==> src/rtl/sram147456x6_arb.sv <==
// -----------------------------------------------------------------------------
// sram147456x6_arb
//   Two-requester access controller for the 147456x6 soft-bit buffer.
//   The writer (demapper/deinterleaver fill side) and the reader (LDPC decoder
//   fetch side) share a single-port buffer with a registered read. Every
//   buffer command is registered. Read data returns exactly 3 cycles after
//   the read grant. Addresses >= MEM_DEPTH are rejected: no buffer access is
//   issued and addr_err pulses. A streaming writer cannot starve the reader
//   for more than STARVE_MAX consecutive grants.
//
//   Optional statistics: define SRAM147456X6_ARB_STAT_EN to add the wr_cnt,
//   rd_cnt and err_cnt saturating counters. They are not present by default.
//
// Ports
//   CLK, RST        clock, synchronous active-high reset
//   wr_req/addr/data  write request (held until wr_ack)
//   wr_ack          combinational grant to the writer
//   rd_req/addr     read request (held until rd_ack)
//   rd_ack          combinational grant to the reader
//   rd_valid/data   registered read return, 3 cycles after rd_ack
//   addr_err        registered pulse, one cycle after an illegal-address grant
//   mem_ce/we/a/d   registered buffer command
//   mem_q           buffer read data (valid the cycle after a read is sampled)
//   wr_cnt, rd_cnt, err_cnt  (STAT build only) saturating counters
// -----------------------------------------------------------------------------
module sram147456x6_arb #(
  parameter int A_WID      = 18,
  parameter int D_WID      = 6,
  parameter int MEM_DEPTH  = 147456,
  parameter int STARVE_MAX = 4
) (
  input  logic             CLK,
  input  logic             RST,
  input  logic             wr_req,
  input  logic [A_WID-1:0] wr_addr,
  input  logic [D_WID-1:0] wr_data,
  output logic             wr_ack,
  input  logic             rd_req,
  input  logic [A_WID-1:0] rd_addr,
  output logic             rd_ack,
  output logic             rd_valid,
  output logic [D_WID-1:0] rd_data,
  output logic             addr_err,
  output logic             mem_ce,
  output logic             mem_we,
  output logic [A_WID-1:0] mem_a,
  output logic [D_WID-1:0] mem_d,
  input  logic [D_WID-1:0] mem_q
`ifdef SRAM147456X6_ARB_STAT_EN
  ,
  output logic [31:0]      wr_cnt,
  output logic [31:0]      rd_cnt,
  output logic [15:0]      err_cnt
`endif
);

  localparam int SC_WID = $clog2(STARVE_MAX + 1);
  localparam logic [SC_WID-1:0] STARVE_TOP = SC_WID'(STARVE_MAX);
  // One extra bit so the depth itself (2**17 + 2**14) is representable.
  localparam logic [A_WID:0] DEPTH_L = (A_WID + 1)'(MEM_DEPTH);

  logic [SC_WID-1:0] starve_cnt_q, starve_cnt_d;
  logic              mem_ce_q, mem_ce_d;
  logic              mem_we_q, mem_we_d;
  logic [A_WID-1:0]  mem_a_q, mem_a_d;
  logic [D_WID-1:0]  mem_d_q, mem_d_d;
  logic              addr_err_q, addr_err_d;
  logic              rd_p1_q, rd_p1_d;
  logic              rd_p1_err_q, rd_p1_err_d;
  logic              rd_p2_q, rd_p2_d;
  logic              rd_p2_err_q, rd_p2_err_d;
  logic              rd_valid_q, rd_valid_d;
  logic [D_WID-1:0]  rd_data_q, rd_data_d;

  logic              wr_grant, rd_grant, any_grant, sel_legal;
  logic [A_WID-1:0]  sel_addr;

  // Grant: the reader wins a contested cycle only once the writer has used
  // its full run of STARVE_MAX consecutive grants.
  always_comb begin
    wr_grant = 1'b0;
    rd_grant = 1'b0;
    if (!RST) begin
      if (wr_req && rd_req) begin
        rd_grant = (starve_cnt_q == STARVE_TOP);
        wr_grant = !rd_grant;
      end else begin
        wr_grant = wr_req;
        rd_grant = rd_req;
      end
    end
  end

  assign any_grant = wr_grant | rd_grant;
  assign sel_addr  = rd_grant ? rd_addr : wr_addr;
  assign sel_legal = ({1'b0, sel_addr} < DEPTH_L);

  always_comb begin
    // Starvation counter
    starve_cnt_d = starve_cnt_q;
    if (rd_grant || !rd_req) begin
      starve_cnt_d = '0;
    end else if (wr_grant && (starve_cnt_q != STARVE_TOP)) begin
      starve_cnt_d = starve_cnt_q + 1'b1;
    end

    // Command register: an illegal grant issues no access and leaves the
    // address/data bus holding its last legal command.
    mem_ce_d   = any_grant & sel_legal;
    mem_we_d   = wr_grant & sel_legal;
    mem_a_d    = mem_a_q;
    mem_d_d    = mem_d_q;
    if (any_grant && sel_legal) begin
      mem_a_d = sel_addr;
      mem_d_d = wr_grant ? wr_data : '0;
    end
    addr_err_d = any_grant & ~sel_legal;

    // Read return pipeline: p1 = command cycle, p2 = buffer output cycle.
    rd_p1_d     = rd_grant;
    rd_p1_err_d = rd_grant & ~sel_legal;
    rd_p2_d     = rd_p1_q;
    rd_p2_err_d = rd_p1_err_q;
    rd_valid_d  = rd_p2_q;
    rd_data_d   = rd_data_q;
    if (rd_p2_q) begin
      rd_data_d = rd_p2_err_q ? '0 : mem_q;
    end
  end

  always_ff @(posedge CLK) begin
    if (RST) begin
      starve_cnt_q <= '0;
      mem_ce_q     <= 1'b0;
      mem_we_q     <= 1'b0;
      mem_a_q      <= '0;
      mem_d_q      <= '0;
      addr_err_q   <= 1'b0;
      rd_p1_q      <= 1'b0;
      rd_p1_err_q  <= 1'b0;
      rd_p2_q      <= 1'b0;
      rd_p2_err_q  <= 1'b0;
      rd_valid_q   <= 1'b0;
      rd_data_q    <= '0;
    end else begin
      starve_cnt_q <= starve_cnt_d;
      mem_ce_q     <= mem_ce_d;
      mem_we_q     <= mem_we_d;
      mem_a_q      <= mem_a_d;
      mem_d_q      <= mem_d_d;
      addr_err_q   <= addr_err_d;
      rd_p1_q      <= rd_p1_d;
      rd_p1_err_q  <= rd_p1_err_d;
      rd_p2_q      <= rd_p2_d;
      rd_p2_err_q  <= rd_p2_err_d;
      rd_valid_q   <= rd_valid_d;
      rd_data_q    <= rd_data_d;
    end
  end

  assign wr_ack   = wr_grant;
  assign rd_ack   = rd_grant;
  assign mem_ce   = mem_ce_q;
  assign mem_we   = mem_we_q;
  assign mem_a    = mem_a_q;
  assign mem_d    = mem_d_q;
  assign addr_err = addr_err_q;
  assign rd_valid = rd_valid_q;
  assign rd_data  = rd_data_q;

`ifdef SRAM147456X6_ARB_STAT_EN
  logic [31:0] wr_cnt_q, wr_cnt_d;
  logic [31:0] rd_cnt_q, rd_cnt_d;
  logic [15:0] err_cnt_q, err_cnt_d;

  // Saturating counters; err_cnt follows the registered addr_err pulse.
  always_comb begin
    wr_cnt_d  = wr_cnt_q;
    rd_cnt_d  = rd_cnt_q;
    err_cnt_d = err_cnt_q;
    if (wr_grant && (wr_cnt_q != '1)) wr_cnt_d = wr_cnt_q + 1'b1;
    if (rd_grant && (rd_cnt_q != '1)) rd_cnt_d = rd_cnt_q + 1'b1;
    if (addr_err_q && (err_cnt_q != '1)) err_cnt_d = err_cnt_q + 1'b1;
  end

  always_ff @(posedge CLK) begin
    if (RST) begin
      wr_cnt_q  <= '0;
      rd_cnt_q  <= '0;
      err_cnt_q <= '0;
    end else begin
      wr_cnt_q  <= wr_cnt_d;
      rd_cnt_q  <= rd_cnt_d;
      err_cnt_q <= err_cnt_d;
    end
  end

  assign wr_cnt  = wr_cnt_q;
  assign rd_cnt  = rd_cnt_q;
  assign err_cnt = err_cnt_q;
`endif

endmodule
==> config.mk <==
export PLATFORM = sky130hd
export DESIGN_NAME = sram147456x6_arb
export DESIGN_NICKNAME = d
export VERILOG_FILES = /design/src/rtl/sram147456x6_arb.sv
export SDC_FILE = /design/constraint.sdc
export NUM_CORES = 1
export LEC_CHECK = 0
export BUFFER_PORTS_ARGS = -buffer_cell sky130_fd_sc_hd__buf_4
export CAP_MARGIN = 20
export CORE_ASPECT_RATIO = 0.75
export CORE_MARGIN = 8
export CORE_UTILIZATION = 35
export CTS_BUF_LIST = sky130_fd_sc_hd__clkbuf_4
export DETAILED_ROUTE_END_ITERATION = 6
export SYNTH_ARGS = -nofsm -noshare
export SYNTH_HDL_FRONTEND = slang
export SYNTH_SLANG_ARGS = --single-unit
export TNS_END_PERCENT = 10
==> constraint.sdc <==
create_clock -name CLK -period 2.1 [get_ports CLK]
set_input_delay 0.42 -clock CLK [delete_from_list [all_inputs] [get_ports CLK]]
set_output_delay 0.42 -clock CLK [all_outputs]
set_load 0.02 [all_outputs]
==> results of run 1 <==
[cells in the final DEF, fill, tap and decap left out]
master    Yosys  final
o21ai_2       0      1
inv_1         4      4
and2b_1       1      1
a22o_1        6      6
ha_2          0      1
nand2_2       0      1
a21oi_1       7      7
nand2_1      38     37
nand3_1       1      1
nor2_2        0      1
and2_1        3      3
clkbuf_4      0      5
buf_4         2     95
a31oi_1      18     18
nor2_1        9      8
dfxtp_1      41     41
mux2i_1       1      1
nor2b_1      10     10
clkinv_2      0      1
inv_4         0      1
a21boi_0      2      2
and3_2        0      1
o31a_1        2      2
a31oi_2       1      1
nand3_2       1      1
a311oi_1      9      9
and3_1        2      1
nand2b_1      2      2
nand3b_1      1      1
a311oi_2      9      9
ha_1          2      1
a21bo_2       1      1
[kinds of logic (layout without fill, tap and decap cells)]
group	after synthesis	count (layout)	share of synthesized area, %
muxes	1	1	0.573
AOI/OAI and AO/OA	56	56	27.1
DFF	41	41	47.0
buffers and inverters	20	106	6.01
and+or+nand+nor	68	68	17.9
adders and majority gates	2	2	1.43
[final timing paths]
kind | startpoint | endpoint | slack (ns) | cells after the start
setup / recovery | starve_cnt_q[0]$_SDFFE_PP0P_ | rd_ack | 0.15 | 6
hold / removal | wr_data[0] | mem_d[0]$_SDFFE_PP0P_ | 0.29 | 2
setup reg to reg | starve_cnt_q[0]$_SDFFE_PP0P_ | mem_d[2]$_SDFFE_PP0P_ | 0.35 | 7
hold reg to reg | rd_p1_q$_SDFF_PP0_ | rd_p2_q$_SDFF_PP0_ | 0.46 | 1
[timing repair]
action | in CTS | in global routing
resized for setup | 0 | 4
endpoints found under the setup margin | 0 | 18
endpoints found under the hold margin | 0 | 0
buffers inserted | 0 | 0
hold buffers | 0 | 0
[final cells by class]
type                            count  area [µm²]
Multi-Input combinational cell    127         835
Clock inverter                      1        5.00
Inverter                            5        21.3
Tap cell                           60        75.1
Fill cell                         487        2340
Clock buffer                        5        37.5
Timing Repair Buffer               95         713
Sequential cell                    41         821
[routing by layer]
metal	wire, µm	up-vias
met2	2430	48
met5	0	-
met3	433	5
met1	2380	781
li1	-	849
met4	46	0
[flip-flops by register name (all words and copies together), names as in the netlist]
name          cells
rd_p2_q           1
rd_data           6
rd_p1_err_q       1
rd_p2_err_q       1
mem_we            1
starve_cnt_q      3
mem_a            18
rd_valid          1
mem_d             6
addr_err          1
mem_ce            1
rd_p1_q           1
[worst max-delay path: stages (launching register included)]
cell and delay [ns]:
dfxtp_1 0.35, inv_1 0.05, ha_2 0.20, a21bo_2 0.24
nand2_2 0.11, inv_4 0.07, buf_4 0.16
[power by group]
part           internal, mW  total, mW  switching, mW
sequential            0.822      0.843         0.0218
combinational         0.180      0.367          0.187
clock                 0.117      0.359          0.243
total                  1.12       1.57          0.452
==> reports/results.ini, run 1 <==
[grt]
grt_pass1_wl_mm = 8.56
grt_pass1_vias = 1680
grt_busiest_layer = met2
use_met2_pct = 20.7
antenna_found_initial = 0
grt.overflow.total = 0
use_met1_pct = 17.6
gr-usage-all-layers_pct = 13.8
grt_start_max_net_pins = 23
met3_usage_pct = 5.73

[floorplanning]
die-width_um = 97.6
initial_utilization_pct = 36.1
core_area_um2 = 4840
dieArea_um2 = 7530
io_pins = 88
fp.dieH_um = 77.2
row_count = 22

[timing]
fin_ws_ns = 0.155
period_share_pct = 92.6
setup_viol = 0
drv_slew = 0
fmax_mhz = 514
tightest_slew_ns = 0.447
slew_headroom_pct = 70.2
fin_skew_ns = 0.00673
grt_setup_unrepaired = no
finalCriticalPeriod_ns = 1.95
hold_viol_final = 0
holdWs_ns = 0.289
setup_tns_ns = 0

[power]
power.static_leakage_nw = 1.13
p_total_mw = 1.57
power_density_nw_per_um2 = 626
irDropWorstVdd_uv = 356

[detailed_routing]
firstDrtPassIters = 4
drt_iter0_drc = 87
drc_errors = 0
routedWlPerCell_um = 15.8
drtAntennaViolNets = 0
wl_mm = 5.29
vias_per_cell = 5.04
via_count = 1683

[synth]
synth_ff_type = dfxtp_1
ys_warn_count = 0
synth.area.top_cells = dfxtp_1 47%, nand2_1 8.2%, a311oi_2 7.7%
yosysTopAreaCell = dfxtp_1
synthCells = 188
synth-edff-count = 0
synth-seq-cells = 41
syn_avg_cell_area_um2 = 9.30
synth_commonest_cells = 41 x dfxtp_1, 38 x nand2_1, 18 x a31oi_1, 10 x nor2b_1
yosysUniqueCellTypes = 30
synth_area_um2 = 1750
yosysSeqAreaShare_pct = 47.0
yosysMostFrequentCell = dfxtp_1
syn_nets = 242
synth_top_cell_area_share_pct = 47.0
synthArstFlopShare_pct = 0

[place]
dp.cells = 328
dpl_worst_slack_ns = 0.0520
place_area_um2 = 2460
place.detailed.hpwl_mm = 3.96
gp_congestion = 0.754
io_buffers = 87

[setup_path]
critPathKind = reg2out
critical_path_arrival_ns = 1.53
cp_max_fo = 10
start_kind = flop
worstPathRequired_ns = 1.68
critPathCaptureType = output pin

[clock_tree]
clk_latency_ns = 0.34
cts_root_buf = clkbuf_4
cts_buffers = 5
h-tree-depth = 2
clk_pin_slew_worst_paths_ns = 0.11
cts_tree = yes
clock_sinks = 41
clockBufferDepth = 2

[cells_and_area]
final_cells = 334
final_area_um2 = 2510
area_growth_syn_to_layout_pct = 43.5
layout-drive-gt1-share_pct = 43.4
nets = 329
post-route-util_pct = 51.8
antenna_cells = 0

[job]
max-cap-violations = 0

[min_path]
hp-class = in2reg

[run_status]
status = finished clean

Note: power is estimated with default switching activity, not from simulation.
==> inputs of run 2 (changes only) <==
- ABC_AREA: unset -> 1
==> run 2 against run 1 <==
Net effect: hold slack gained 0.0088 ns; largest cell class unchanged; design area up 7.6%; critical path depth rose by 2; routed wire length fell by 0.95%; die area up 3.5%; combinational power is 11% higher; clock power rose by 81%; worst setup slack got worse by 0.026 ns; fmax decreased by 1.3%; register-to-register slack got worse by 0.16 ns; non-clock buffer count increased by 2; area after synthesis up 4.4%; critical path type unchanged.
==> reports/results.ini, run 2 <==
[run_status]
status = finished clean

[setup_path]
cpPeakStageDelay_ns = 0.35
critical_path_arrival_ns = 1.55
cp_max_fo = 16
worstPathRequired_ns = 1.68
cp_slowest_cell = dfxtp_2
rrSetupSlack_ns = 0.19
crit_path_frequent_cell = nand2_2
critPathCaptureType = output pin
start_kind = flop
critPathKind = reg2out
crit_chain = inv_1, ha_1, nand2_2, nand2_2, nand2_4, inv_2, buf_6, buf_4
crit_family = buffers and inverters
cp_num_buf_inv = 4

[power]
irDropWorstVdd_uv = 282
p_total_mw = 1.90
power_density_nw_per_um2 = 705
power.static_leakage_nw = 1.38

[timing]
drv_slew = 0
slew_headroom_pct = 76.9
fin_ws_ns = 0.129
fmax_mhz = 507
tightest_slew_ns = 0.345
period_share_pct = 93.9
fin_skew_ns = 0.00804
setup_viol = 0
hold_viol_final = 0
finalCriticalPeriod_ns = 1.97

[clock_tree]
clockBufferDepth = 2
clk_pin_slew_worst_paths_ns = 0.13
cts_buffers = 5
clk_latency_ns = 0.35
cts_tree = yes
cts_root_buf = clkbuf_4
clock_sinks = 41
h-tree-depth = 2

[synth]
synth_ff_type = dfxtp_1
syn_avg_cell_area_um2 = 7.13
ys_warn_count = 0
syn_nets = 310
synthArstFlopShare_pct = 0
synth_top_cell_area_share_pct = 45.0
synth_area_um2 = 1820
synth-seq-cells = 41
synth_commonest_cells = 85 x nand2_1, 46 x nor2_1, 41 x dfxtp_1, 16 x inv_1, 15 x nand3b_1
synthCells = 256
yosysTopAreaCell = dfxtp_1
yosysSeqAreaShare_pct = 45.0
synth.area.top_cells = dfxtp_1 45%, nand2_1 17%, nor2_1 9.5%
yosysUniqueCellTypes = 20
synth-edff-count = 0
yosysMostFrequentCell = nand2_1

[job]
max-cap-violations = 0

[grt]
antenna_found_initial = 0
grt_pass1_vias = 1806
gr-usage-all-layers_pct = 13.8
grt_start_max_net_pins = 20
grt_pass1_wl_mm = 8.67
grt.overflow.total = 0

[place]
io_buffers = 87
place.detailed.hpwl_mm = 4.11
gp_congestion = 0.757
dpl_worst_slack_ns = 0.138
dp.cells = 398

[detailed_routing]
drt_iter0_drc = 107
vias_per_cell = 4.40
drtAntennaViolNets = 0
wl_mm = 5.24
firstDrtPassIters = 4
drc_errors = 0
via_count = 1808
routedWlPerCell_um = 12.7

[cells_and_area]
final_cells = 411
fillers = 477
final_common_cell = buf_4
nets = 404
antenna_cells = 0
largest_reg_flops = 18
final_cell_mix = 96 x buf_4, 84 x nand2_1, 46 x nor2_1, 39 x dfxtp_1
layout-drive-gt1-share_pct = 33.9
area_growth_syn_to_layout_pct = 47.9

[floorplanning]
die-width_um = 99.4
core_area_um2 = 4950
dieArea_um2 = 7800
row_count = 22
initial_utilization_pct = 36.8
io_pins = 88
fp.dieH_um = 78.5

[min_path]
hp-class = in2reg

## run 2: changes by cell type in the layout (fill, tap and decap cells not counted), moves of 11 or more
cell,change
a31oi_1,-18
inv_1,+11
nand2_1,+47
nand3_1,+12
nand3b_1,+14
nor2_1,+38
## run 2: area by class of cell
class / instances / area (µm²) / area share, %
Multi-Input combinational cell: 185 / 880 / 32.6
Sequential cell: 41 / 823 / 30.5
Inverter: 20 / 82.6 / 3.06
Clock buffer: 5 / 37.5 / 1.39
Clock inverter: 3 / 68.8 / 2.55
Tap cell: 60 / 75.1 / 2.78
Timing Repair Buffer: 97 / 732 / 27.1
## run 2: through the flow
| step | hold slack, ns | area [µm²] | utilization, % | TNS (ns) |
|---|---|---|---|---|
| 2_1_floorplan | 0.388 | 1820 | - | 0 |
| 3_3_place_gp | 0.389 | 2530 | 51.0 | 0 |
| 3_5_place_dp | 0.397 | 2530 | 51.0 | 0 |
| 4_1_cts | 0.284 | 2650 | 53.5 | 0 |
| 5_1_grt | 0.280 | 2700 | 54.5 | -0.00538 |
| 6_report | 0.298 | 2700 | 54.5 | 0 |
## run 2: cells by family (layout without fill, tap and decap cells)
logic type	Yosys count	after routing	synth area share [%]
flops	41	41	45.0
compound gates	15	15	4.12
simple gates	167	167	41.2
xor+xnor	1	1	0.480
fa+ha+maj	2	2	1.37
buf+inv	30	125	7.82
## run 2: worst paths after layout
path                           startpoint                 endpoint  cells past startpoint
max          starve_cnt_q[0]$_SDFFE_PP0P_                   rd_ack                      8
min                              mem_q[4]  rd_data[4]$_SDFFE_PP0P_                      3
max reg2reg  starve_cnt_q[0]$_SDFFE_PP0P_    mem_a[0]$_SDFFE_PP0P_                     14
min reg2reg        rd_p1_err_q$_SDFF_PP0_   rd_p2_err_q$_SDFF_PP0_                      2
## run 2: where the power goes
group	internal (mW)	switching, mW
clock network	0.375	0.274
logic	0.191	0.216
registers	0.824	0.0225
## run 2: metal layers
layer / track usage, % / up-vias / wire length, µm
met5: 0 / - / 0
met4: 4.97 / 0 / 74
met3: 6.34 / 7 / 534
met2: 18.9 / 67 / 2000
met1: 18.2 / 758 / 2630
li1: - / 976 / -
## run 2: timing repair
| action | CTS | global route |
|---|---|---|
| gates cloned | 0 | 0 |
| hold buffers | 0 | 0 |
| buffers inserted | 2 | 3 |
| gates resized for setup | 0 | 9 |
| endpoints found under the hold margin | 0 | 0 |
| pin swaps | 1 | 1 |
| setup endpoints to repair | 1 | 27 |
## run 2: tightest hold or removal path: stages
cell and delay, ns:
buf_4 0.11, nand2_1 0.05, a21oi_1 0.05
==> inputs of run 3 (changes only) <==
==> constraint.sdc (replaced) <==
create_clock -name CLK -period 1.84 [get_ports CLK]
set_input_delay 0.46 -clock CLK [delete_from_list [all_inputs] [get_ports CLK]]
set_output_delay 0.46 -clock CLK [all_outputs]
set_load 0.02 [all_outputs]
==> run 3 against run 2 <==
Net effect: final cell count rose by 3.2%; die area did not move; count of clock-buffer cells in the layout did not move; critical path type is now reg2reg; critical path depth rose by 6; non-clock buffer count rose by 9.
==> reports/results.ini, run 3 (same netlist as run 2, synthesis figures left out) <==
[run_status]
status = finished clean

[timing]
slew_headroom_pct = 74.5
tightest_slew_ns = 0.382
drv_slew = 0
finalCriticalPeriod_ns = 1.80
fin_ws_ns = 0.0407
fmax_mhz = 556
hold_viol_final = 0
setup_viol = 0
grt_setup_unrepaired = yes
period_share_pct = 97.8
fin_skew_ns = 0.0131

[setup_path]
timing.rr.start = starve_cnt_q[1]$_SDFFE_PP0P_
crit_chain = inv_2, ha_4, nand2_4, nand2_4, nand2_4, buf_6, nand2_2, nand2_2, nand3_4, nand2_8, nand2_8, clkinv_8, nor2_4, nor2_1
cp_max_fo = 6
worstPathRequired_ns = 2.09
ff2ff_path_depth = 14
rrSetupSlack_ns = 0.04
crit_path_frequent_cell = nand2_4
critPathCaptureType = flop
critPathKind = reg2reg
start_kind = flop
cpPeakStageDelay_ns = 0.35
timing.rr.end = mem_a[8]$_SDFFE_PP0P_
critical_path_arrival_ns = 2.05
cp_slowest_cell = dfxtp_2

[grt]
grt.overflow.total = 0
grt_pass1_wl_mm = 8.49
grt_start_max_net_pins = 20
gr-usage-all-layers_pct = 13.5
grt_pass1_vias = 1811
antenna_found_initial = 0

[min_path]
min_to = rd_p2_q$_SDFF_PP0_
min_from = RST
hp-class = in2reg
whs_path_depth = 2

[cells_and_area]
layout-drive-gt1-share_pct = 42.0
area_growth_syn_to_layout_pct = 61.5
antenna_cells = 0
final_cells = 424
largest_reg_flops = 18
final_common_cell = buf_4
final_cell_mix = 98 x buf_4, 79 x nand2_1, 39 x dfxtp_1, 33 x nor2_1, 15 x nand3b_1
final_area_um2 = 2950
nets = 417

[clock_tree]
cts_buffers = 5
hold_buffers = 0
cts_tree = yes
clk_latency_ns = 0.35
clock_sinks = 41
cts_root_buf = clkbuf_4
clk_pin_slew_worst_paths_ns = 0.13
clockBufferDepth = 2
h-tree-depth = 2

[power]
power_frac_seq_pct = 48.9
irDropWorstVdd_uv = 315
p_total_mw = 1.99
power_density_nw_per_um2 = 675
p_switching_uw = 627
internal_power_mw = 1.36
p_clk_share_pct = 22.6
switching_share_pct = 31.6
power.static_leakage_nw = 1.47
combPwrFrac_pct = 28.5

[place]
io_buffers = 87
place.detailed.hpwl_mm = 4.10
place_area_um2 = 2570
dpl_worst_slack_ns = 0.0513
dp.cells = 402
gp_congestion = 0.786

[detailed_routing]
drtAntennaViolNets = 0
wl_mm = 5.88
firstDrtPassIters = 4
routedWlPerCell_um = 13.9
via_count = 1899
drc_errors = 0
vias_per_cell = 4.48
drt_iter0_drc = 65

[floorplanning]
core_area_um2 = 4950
dieArea_um2 = 7800
row_count = 22
io_pins = 88
fp.dieH_um = 78.5
die-width_um = 99.4
initial_utilization_pct = 36.8

[job]
max-cap-violations = 0

## run 3: layout make-up
class                           instances  area, µm²
Clock buffer                            5       37.5
Timing Repair inverter                  3       41.3
Clock inverter                          3       16.3
Sequential cell                        41        823
Inverter                               20       92.6
Timing Repair Buffer                  106        866
Fill cell                             508       2010
Multi-Input combinational cell        186        993
Tap cell                               60       75.1
## run 3: worst max-delay path, delay by kind of cell (launching register included)
family / cells / cell delay (ns)
adder cells (fa/ha/maj): 1 / 0.14
flip-flops: 1 / 0.35
AND/OR/NAND/NOR: 10 / 0.90
buffers and inverters: 3 / 0.31
## run 3: timing repair
action / in CTS / in global routing
buffers inserted: 4 / 4
pin swaps: 4 / 14
gates resized for setup: 12 / 39
cloned: 0 / 6
setup endpoints to repair: 2 / 27
## run 3: metal layers
metal / wire, µm / global-route usage (%) / vias up
li1: - / - / 1006
met5: 0 / 0 / -
met4: 70 / 5.42 / 0
met1: 2730 / 17.0 / 819
met3: 580 / 5.90 / 7
met2: 2500 / 19.6 / 67
## run 3: worst max-delay path by stage
stage	from	to	slack, ns	cells after the start
2_1_floorplan	RST	rd_ack	0.11	5
3_3_place_gp	starve_cnt_q[0]$_SDFFE_PP0P_	mem_a[11]$_SDFFE_PP0P_	0.09	13
3_5_place_dp	rd_req	mem_a[17]$_SDFFE_PP0P_	0.05	12
4_1_cts	starve_cnt_q[0]$_SDFFE_PP0P_	rd_ack	-0.007	7
5_1_grt	starve_cnt_q[1]$_SDFFE_PP0P_	mem_a[11]$_SDFFE_PP0P_	-0.07	14
6_report	starve_cnt_q[1]$_SDFFE_PP0P_	mem_a[8]$_SDFFE_PP0P_	0.04	14
## run 3: power by group through the flow
| stage | Combinational, mW | Sequential (mW) | Clock, mW |
|---|---|---|---|
| after global placement | 0.463 | 0.986 | 0 |
| final | 0.567 | 0.972 | 0.449 |
| after floorplan | 0.190 | 1.04 | 0 |
| after detailed placement | 0.466 | 0.986 | 0 |
| after CTS | 0.480 | 0.967 | 0.463 |
| after global routing | 0.618 | 0.978 | 0.490 |
## run 3: metrics by stage
stage          util [%]  TNS [ns]  hold WS, ns
2_1_floorplan         -         0        0.388
3_3_place_gp       51.9         0        0.400
3_5_place_dp       51.9         0        0.398
4_1_cts            54.2  -0.00940        0.297
5_1_grt            59.4     -1.05        0.300
6_report           59.4         0        0.306
